File: config.mk
export PLATFORM = sky130hd
export DESIGN_NAME = fpu_unpack
export DESIGN_NICKNAME = d
export VERILOG_FILES = /design/src/rtl/fpu_pkg.sv /design/src/rtl/fpu_classify.sv /design/src/rtl/fpu_unpack.sv
export SDC_FILE = /design/constraint.sdc
export NUM_CORES = 1
export LEC_CHECK = 0
export BUFFER_PORTS_ARGS = -buffer_cell sky130_fd_sc_hd__buf_2
export CELL_PAD_IN_SITES_DETAIL_PLACEMENT = 1
export CELL_PAD_IN_SITES_GLOBAL_PLACEMENT = 1
export CORE_UTILIZATION = 38
export DETAILED_ROUTE_END_ITERATION = 8
export PLACE_DENSITY = 0.85
export SYNTH_ARGS = -nofsm -noshare
export SYNTH_HDL_FRONTEND = slang
export SYNTH_HIERARCHICAL = 1
export SYNTH_SLANG_ARGS = --single-unit
File: constraint.sdc
create_clock -name clk_i -period 1.7 [get_ports clk_i]
set_input_delay 0.34 -clock clk_i [delete_from_list [all_inputs] [get_ports clk_i]]
set_output_delay 0.34 -clock clk_i [all_outputs]
set_load 0.01 [all_outputs]
File: src/rtl/fpu_pkg.sv
// Shared FPU operand-unpack definitions: class bit indices, special exponents, FSM states.
// Used by fpu_classify and fpu_unpack.
package fpu_pkg;

  localparam int CLASS_ZERO = 0;
  localparam int CLASS_SUB  = 1;
  localparam int CLASS_NORM = 2;
  localparam int CLASS_INF  = 3;
  localparam int CLASS_SNAN = 4;
  localparam int CLASS_QNAN = 5;

  localparam logic signed [9:0] EXP_ZERO    = -10'sd150;
  localparam logic signed [9:0] EXP_SPECIAL = 10'sd128;
  localparam logic signed [9:0] BIAS        = 10'sd127;

  typedef enum logic [1:0] {
    ST_IDLE = 2'd0,
    ST_NORM = 2'd1,
    ST_FULL = 2'd2
  } state_t;

endpackage

File: src/rtl/fpu_classify.sv
// Combinational binary32 decode to one-hot class, initial exponent and significand (sign not needed).
// FPU_UNPACK_FAST_NORM_EN: subnormals leave fully normalized; otherwise pre-shifted by one place.
module fpu_classify
  import fpu_pkg::*;
(
  input  logic [30:0]        mag,
  output logic [5:0]         cls,
  output logic signed [9:0]  exp,
  output logic [23:0]        sig
);

  logic [7:0]  e;
  logic [22:0] f;

  assign e = mag[30:23];
  assign f = mag[22:0];

`ifdef FPU_UNPACK_FAST_NORM_EN
  logic [23:0] fz;
  logic [4:0]  lz;
  logic        found;

  assign fz = {1'b0, f};

  always_comb begin
    lz    = 5'd0;
    found = 1'b0;
    for (int i = 23; i >= 0; i--) begin
      if (!found && fz[i]) begin
        lz    = 5'(23 - i);
        found = 1'b1;
      end
    end
  end
`endif

  always_comb begin
    cls = '0;
    exp = EXP_ZERO;
    sig = '0;
    if (e == 8'd0) begin
      if (f == 23'd0) begin
        cls[CLASS_ZERO] = 1'b1;
      end else begin
        cls[CLASS_SUB] = 1'b1;
`ifdef FPU_UNPACK_FAST_NORM_EN
        sig = fz << lz;
        exp = -10'sd126 - $signed({5'd0, lz});
`else
        // First normalizing shift is folded into the accept edge.
        sig = {f, 1'b0};
        exp = -10'sd127;
`endif
      end
    end else if (e == 8'hFF) begin
      exp = EXP_SPECIAL;
      sig = {1'b1, f};
      if (f == 23'd0)  cls[CLASS_INF]  = 1'b1;
      else if (f[22])  cls[CLASS_QNAN] = 1'b1;
      else             cls[CLASS_SNAN] = 1'b1;
    end else begin
      cls[CLASS_NORM] = 1'b1;
      exp = $signed({2'b00, e}) - BIAS;
      sig = {1'b1, f};
    end
  end

endmodule

File: src/rtl/fpu_unpack.sv
// Operand-unpack stage: registers sign/exp/sig/class of two binary32 operands; one pair in flight.
// Latency: accept edge for non-subnormals, max(s1,s2)-1 more edges for subnormals (accept-edge always with FPU_UNPACK_FAST_NORM_EN); input stalls while normalizing or while result is held.
module fpu_unpack
  import fpu_pkg::*;
#(
  parameter int TAG_W = 5
) (
  input  logic                    clk_i,
  input  logic                    rst_ni,
  input  logic                    in_valid_i,
  output logic                    in_ready_o,
  input  logic [31:0]             rs1_i,
  input  logic [31:0]             rs2_i,
  input  logic [TAG_W-1:0]        tag_i,
  output logic                    out_valid_o,
  input  logic                    out_ready_i,
  output logic [31:0]             rs1_o,
  output logic [31:0]             rs2_o,
  output logic signed [9:0]       rs1Exp_o,
  output logic signed [9:0]       rs2Exp_o,
  output logic [23:0]             rs1Sig_o,
  output logic [23:0]             rs2Sig_o,
  output logic [5:0]              rs1Class_o,
  output logic [5:0]              rs2Class_o,
  output logic [TAG_W-1:0]        tag_o
);

  state_t state_q, state_d;
  logic   out_valid_d;
  logic   accept;
  logic   init_done;

  logic [5:0]        cls1, cls2;
  logic signed [9:0] exp1, exp2;
  logic [23:0]       sig1, sig2;

  fpu_classify u_cls1 (.mag(rs1_i[30:0]), .cls(cls1), .exp(exp1), .sig(sig1));
  fpu_classify u_cls2 (.mag(rs2_i[30:0]), .cls(cls2), .exp(exp2), .sig(sig2));

`ifdef FPU_UNPACK_FAST_NORM_EN
  assign init_done = 1'b1;
`else
  logic        sh1, sh2;
  logic [23:0] nsig1, nsig2;
  logic        norm_done;

  assign init_done = (~cls1[CLASS_SUB] | sig1[23]) & (~cls2[CLASS_SUB] | sig2[23]);

  assign sh1   = rs1Class_o[CLASS_SUB] & ~rs1Sig_o[23];
  assign sh2   = rs2Class_o[CLASS_SUB] & ~rs2Sig_o[23];
  assign nsig1 = sh1 ? {rs1Sig_o[22:0], 1'b0} : rs1Sig_o;
  assign nsig2 = sh2 ? {rs2Sig_o[22:0], 1'b0} : rs2Sig_o;
  assign norm_done = (~rs1Class_o[CLASS_SUB] | nsig1[23]) &
                     (~rs2Class_o[CLASS_SUB] | nsig2[23]);
`endif

  always_comb begin
    state_d     = state_q;
    out_valid_d = out_valid_o;
    in_ready_o  = 1'b0;
    case (state_q)
      ST_IDLE: in_ready_o = 1'b1;
      ST_FULL: begin
        in_ready_o = out_ready_i;
        if (out_ready_i) begin
          out_valid_d = 1'b0;
          state_d     = ST_IDLE;
        end
      end
`ifndef FPU_UNPACK_FAST_NORM_EN
      ST_NORM: begin
        if (norm_done) begin
          out_valid_d = 1'b1;
          state_d     = ST_FULL;
        end
      end
`endif
      default: state_d = ST_IDLE;
    endcase
    accept = in_valid_i & in_ready_o;
    if (accept) begin
      out_valid_d = init_done;
      state_d     = init_done ? ST_FULL : ST_NORM;
    end
  end

  always_ff @(posedge clk_i or negedge rst_ni) begin
    if (!rst_ni) begin
      state_q     <= ST_IDLE;
      out_valid_o <= 1'b0;
      rs1_o       <= '0;
      rs2_o       <= '0;
      rs1Exp_o    <= '0;
      rs2Exp_o    <= '0;
      rs1Sig_o    <= '0;
      rs2Sig_o    <= '0;
      rs1Class_o  <= '0;
      rs2Class_o  <= '0;
      tag_o       <= '0;
    end else begin
      state_q     <= state_d;
      out_valid_o <= out_valid_d;
      if (accept) begin
        rs1_o      <= rs1_i;
        rs2_o      <= rs2_i;
        tag_o      <= tag_i;
        rs1Class_o <= cls1;
        rs2Class_o <= cls2;
        rs1Exp_o   <= exp1;
        rs2Exp_o   <= exp2;
        rs1Sig_o   <= sig1;
        rs2Sig_o   <= sig2;
      end
`ifndef FPU_UNPACK_FAST_NORM_EN
      else if (state_q == ST_NORM) begin
        rs1Sig_o <= nsig1;
        rs2Sig_o <= nsig2;
        if (sh1) rs1Exp_o <= rs1Exp_o - 10'sd1;
        if (sh2) rs2Exp_o <= rs2Exp_o - 10'sd1;
      end
`endif
    end
  end

endmodule

# Word-level counts from Yosys, hierarchy flattened
# Index checks and enable logic that the tools add are counted.
dict set report op_classes {
  n_bitwise 15
  reduce_logical 13
  add_sub_neg 4
  n_eq_ne 7
  mux 50
}
# cell n
set ops {}
lappend ops {{$mux 24} 10}
lappend ops {{$mux 10} 10}
lappend ops {{$logic_not 23->1} 2}
lappend ops {{$sub 10x2->10 const B} 2}
lappend ops {{$sub 8x7->9 const B} 2}
lappend ops {{$eq 8x8->1 const B} 2}
lappend ops {{$logic_not 8->1} 2}
lappend ops {{$mux 2} 8}
lappend ops {{$mux 8} 2}
lappend ops {{$mux 1} 13}
lappend ops {{$mux 4} 2}
lappend ops {{$mux 3} 2}
lappend ops {{$ne 3x3->1 const B} 2}
lappend ops {{$not 1->1} 6}
lappend ops {{$pmux 2 s3} 1}
lappend ops {{$reduce_and 3->1} 2}
lappend ops {{$reduce_bool 2->1} 3}
lappend ops {{$and 1x1->1} 5}
lappend ops {{$or 1x1->1} 4}
lappend ops {{$pmux 1 s2} 2}
lappend ops {{$reduce_and 2->1} 2}
lappend ops {{$reduce_bool 3->1} 1}
lappend ops {{$eq 2x1->1 const B} 1}
lappend ops {{$eq 2x2->1 const B} 1}
lappend ops {{other kinds (2)} 2}
dict set report word_totals {
  elab_cells 102
  ff_bits 152
  output_inout_bits 151
  inputBits 73
}

# Logic depth before layout (Yosys ltp)
dict set report logic_depth {
  word_depth 8
  depth_mapped 10
  mapped_depth_nobuf 8
}

# Hierarchy
# The synthesis kept the hierarchy.
# module area_each_um2 cells_each instances seq_area_each_um2
set by_module_without_submodules {}
lappend by_module_without_submodules {fpu_unpack 6372.4 718 1 3803.6}
lappend by_module_without_submodules {fpu_classify 610.6 74 2 0.0}

# Least setup slack after synthesis
# OpenSTA, ideal clock, no wires.
dict set report synth_path {
  kind {in2reg}
  start {in rs2_i[27]}
  end {reg state_q[1]}
  t_required_ns 1.571
  slack_ns -0.104
  setup_time_ns 0.129
  path_stages 9
  arrival_time_ns 1.675
  path_buffers 2
  cell_sequence {nor4_2 -> nand3_1 -> buf_6 -> buf_6 -> or2_2 -> inv_1 -> a22oi_1 -> a21oi_1 -> o21ai_0}
}
dict set report synth_between {
  elab_cells_between_ends 8
  cone_classes {mux: 4; bitwise: 3; reduce/logical: 1}
}
# element line_no
set synth_lines {}
lappend synth_lines {{start: declaration} fpu_unpack.sv:13} ;# input logic [31:0] rs2_i,
lappend synth_lines {{$logic_not 8->1} fpu_classify.sv:41} ;# if (e == 8'd0) begin
lappend synth_lines {{$mux 24} fpu_classify.sv:41}
lappend synth_lines {{net sig2[23]} fpu_unpack.sv:35} ;# logic [23:0] sig1, sig2;
lappend synth_lines {{$or 1x1->1} fpu_unpack.sv:47} ;# assign init_done = (~cls1[CLASS_SUB] | sig1[23]) & (~cls2[CLASS_SUB] | sig2[23]);
lappend synth_lines {{$and 1x1->1} fpu_unpack.sv:47}
lappend synth_lines {{$mux 2} fpu_unpack.sv:83} ;# state_d = init_done ? ST_FULL : ST_NORM;
lappend synth_lines {{$mux 2} fpu_unpack.sv:81} ;# if (accept) begin
lappend synth_lines {{end signal: assignment} fpu_unpack.sv:101} ;# state_q <= state_d;
lappend synth_lines {{end: declaration} fpu_unpack.sv:28} ;# state_t state_q, state_d;
# The timed path passes the listed nets, and every way through them passes these cells.
# A chain may end at the register's enable or synchronous reset.

# Final worst setup path
dict set report layout_path {
  start {reg state_q[1]}
  end {out in_ready_o}
}
dict set report layout_between {
  elab_chain_len 2
  elab_cells_between_ends 3
  cone_classes {eq/ne: 1; mux: 1; reduce/logical: 1}
}
# element line_no
set layout_rtl {}
lappend layout_rtl {{$eq 2x2->1 / $logic_not 2->1 (equally long branches)} fpu_unpack.sv:61} ;# case (state_q)
lappend layout_rtl {{$pmux 1 s2 *} fpu_unpack.sv:61}
lappend layout_rtl {{end: declaration} fpu_unpack.sv:11} ;# output logic in_ready_o,
# Mark *: on every way between the ends. The rest lies on a longest branch, timed or not.

==> results.yml <==
critical_path:
  arrival_ns: 1.35
  critPathKind: "register to output port"
  critical_path.max_fanout: 4
  path_cells: "buf_6 -> inv_4 -> nor2_4 -> nor2_2 -> buf_2"
  path_buf_inv: 3
  worstSetupEndpointType: "output port"
  crit_required_ns: 1.36
  rrSetupSlack_ns: 0.03
  cp_top_family: "flip-flops"
  critical_path.max_stage_delay_ns: 0.46
  start_kind: "register"
  crit_slowest_cell: "dfrtp_2"
clock_network:
  cts_sinks: 152
  cts_root_buf: "clkbuf_16"
  cts_max_path_buffers: 2
  clk_latency_ns: 0.43
  clk_pin_slew_ns: 0.06
  h-tree-depth: 4
  numCtsBuffers: 17
  cts_tree: "yes"
synth:
  avgSynthCellArea_um2: 8.769
  synthDistinctLibCells: 48
  synth_common_cells: "nand2_1, dfrtp_1, nor2_1"
  netlist_top_cells_area: "dfrtp_1, nand2_1, mux2_2, a22oi_1, a31oi_1"
  ys_seq_elements: 152
  synth_most_common_cell: "nand2_1"
  synth_enable_flop_cells: 0
  synth_fp_nets: 945
  synth_top_area_frac: 0.5009
  yosys_warnings: 6
  synthesis.area_um2: 7594
  syn_inst: 866
  synth_async_sr_flop_share: 1.000
  ys.flop_type: "dfrtp_1"
  synth_top_area_cell: "dfrtp_1"
  ys_seq_area_frac: 0.5009
global_routing:
  grt_antenna_before_repair: 1
  grt_max_degree: 53
  grt_pass1_wl_mm: 43.57
  grt_pass1_vias: 8042
  grt_usage: 0.2756
  grt_remaining_overflow: 0
sta:
  setup_violations: 0
  slew_headroom: 0.6605
  timing.final.crit_share: 0.9938
  min_period_ns: 1.689
  setup_ws_ns: 0.01059
  slew_violations: 0
  skew_ns: 0.008366
  fmax_ghz: 0.5919
  rsz0062_at_grt: "yes"
  worst_pin_slew_ns: 0.5054
  hold_violations: 0
place:
  port_buffers: 223
  gp_congestion: 0.8283
  place_hpwl_mm: 19.56
  dp.cells: 1403
  placed_cell_area_um2: 9748
  dp_slack_ns: -0.4476
floorplan:
  die-width_um: 143.4
  ios: 224
  initial_core_util: 0.3889
  row_count: 51
  die_height_um: 143.4
  fp.dieArea_um2: 20550
  core_area_um2: 19530
layout:
  drive_gt1_frac: 0.3661
  post-route-cell-area_um2: 10590
  nNetsFinal: 1247
  fin_util: 0.5422
  area_delta_synth_final_pct: 39.41
  fin_cells: 1446
route:
  drt-total-wl_mm: 28.28
  detail_route.first_pass.iterations: 5
  drc_errors: 0
  wl_met1_mm: 11.71
  wl_per_cell_um: 19.55
  drt_first_iter_violations: 384
  dr_wl_met3_mm: 1.389
  vias: 7765
  dr_wl_met2_mm: 14.13
  top_layer: "met4"
  antenna_left: 0
  vias_per_cell: 5.370
pwr:
  p_leak_nw: 5.520
  power_density_nw_per_um2: 1025
  max-vdd-ir-drop_uv: 685.6
run_status:
  status: "completed"
hold_path:
  hp-class: "input port to register"
job:
  max-cap-violations: 0
final timing paths:
check / start / end / cells after the start
worst max register to register: state_q[1]$_DFFE_PN0P_ / rs1Exp_o[1]$_DFFE_PN0P_ / 6
min in group asynchronous: rst_ni / tag_o[0]$_DFFE_PN0P_ / 2
worst min-delay path: tag_i[2] / tag_o[2]$_DFFE_PN0P_ / 3
worst min register to register: rs2_o[13]$_DFFE_PN0P_ / rs2_o[13]$_DFFE_PN0P_ / 2
max in group asynchronous: rst_ni / rs1Sig_o[8]$_DFFE_PN0P_ / 3
worst max-delay path: state_q[1]$_DFFE_PN0P_ / in_ready_o / 5
logic make-up after synthesis:
logic type,after synthesis,synth area share
AND/OR/NAND/NOR,483,0.2697
flip-flops,152,0.5009
AO/OA/AOI/OAI,98,0.08716
buffers and inverters,63,0.04004
multiplexers,44,0.06920
XOR/XNOR,20,0.02307
adder cells (fa/ha/maj),6,0.009886
metal layers:
layer / vias to the layer above / global-route usage
li1: 3523 / -
met1: 3904 / 0.3455
met2: 270 / 0.4627
met3: 68 / 0.04965
met4: 0 / 0.1237
met5: - / 0
cell usage in the layout (no fill, tap or decap), types with 5 or more instances in the layout:
cell,instances
buf_2,222
xnor2_1,8
nand2_1,358
and3_1,6
o21ai_0,11
buf_4,88
inv_1,11
buf_12,13
a21oi_1,7
dfrtp_1,150
bufinv_16,5
nand4_1,8
mux2_4,8
a31oi_1,26
a22oi_1,24
mux2_2,36
ha_1,6
clkbuf_16,18
o211ai_1,5
buf_6,7
xor2_1,12
nor2_1,40
nand3_1,13
nor3_1,17
nor4_1,11
per-stage QoR:
stage / total power [mW] / hold slack [ns] / TNS (ns)
finish: 10.85 / 0.1030 / 0
global route: 11.28 / 0.1025 / -0.08210
CTS: 10.88 / 0.08679 / -0.009947
detailed placement: 6.600 / 0.2775 / -10.86
global placement: 6.475 / 0.2718 / -7.863
floorplan: 5.367 / 0.04441 / 0
registers in the layout (all words and copies together), names as in the netlist:
register	count
rs1Sig_o	24
rs2_o	32
rs1Class_o	6
state_q	2
tag_o	5
rs1_o	32
rs2Exp_o	10
rs2Class_o	6
rs2Sig_o	24
out_valid_o	1
rs1Exp_o	10
repair_timing:
action | CTS | global route
resized for setup | 9 | 13
gates cloned | 0 | 1
setup endpoints to repair | 5 | 24
hold endpoints to repair | 34 | 0
buffers inserted | 2 | 7
pin swaps | 2 | 6
hold buffers | 1 | 0
final cells by class:
type / instances / area, um2
Antenna cell: 1 / 2.502
Clock buffer: 20 / 446.7
Clock inverter: 11 / 195.2
Fill cell: 2376 / 8940
Inverter: 14 / 55.05
Multi-Input combinational cell: 651 / 3603
Sequential cell: 152 / 3806
Tap cell: 265 / 331.6
Timing Repair Buffer: 332 / 2146
worst register-to-register path: cells and delay by family, from the launching register on:
family / cells / cell delay (ns)
buffers and inverters: 3 / 0.44
AND/OR/NAND/NOR: 2 / 0.31
AO/OA/AOI/OAI: 1 / 0.35
flip-flops: 1 / 0.45
power by group:
part	switching, mW	internal, mW	total, mW	leakage, nW
combinational	1.28	0.926	2.20	3.37
clock	1.58	2.64	4.22	0.303
sequential	0.364	4.06	4.43	1.84
total	3.22	7.63	10.9	5.52
No activity file was read; power rests on OpenSTA's default activity.
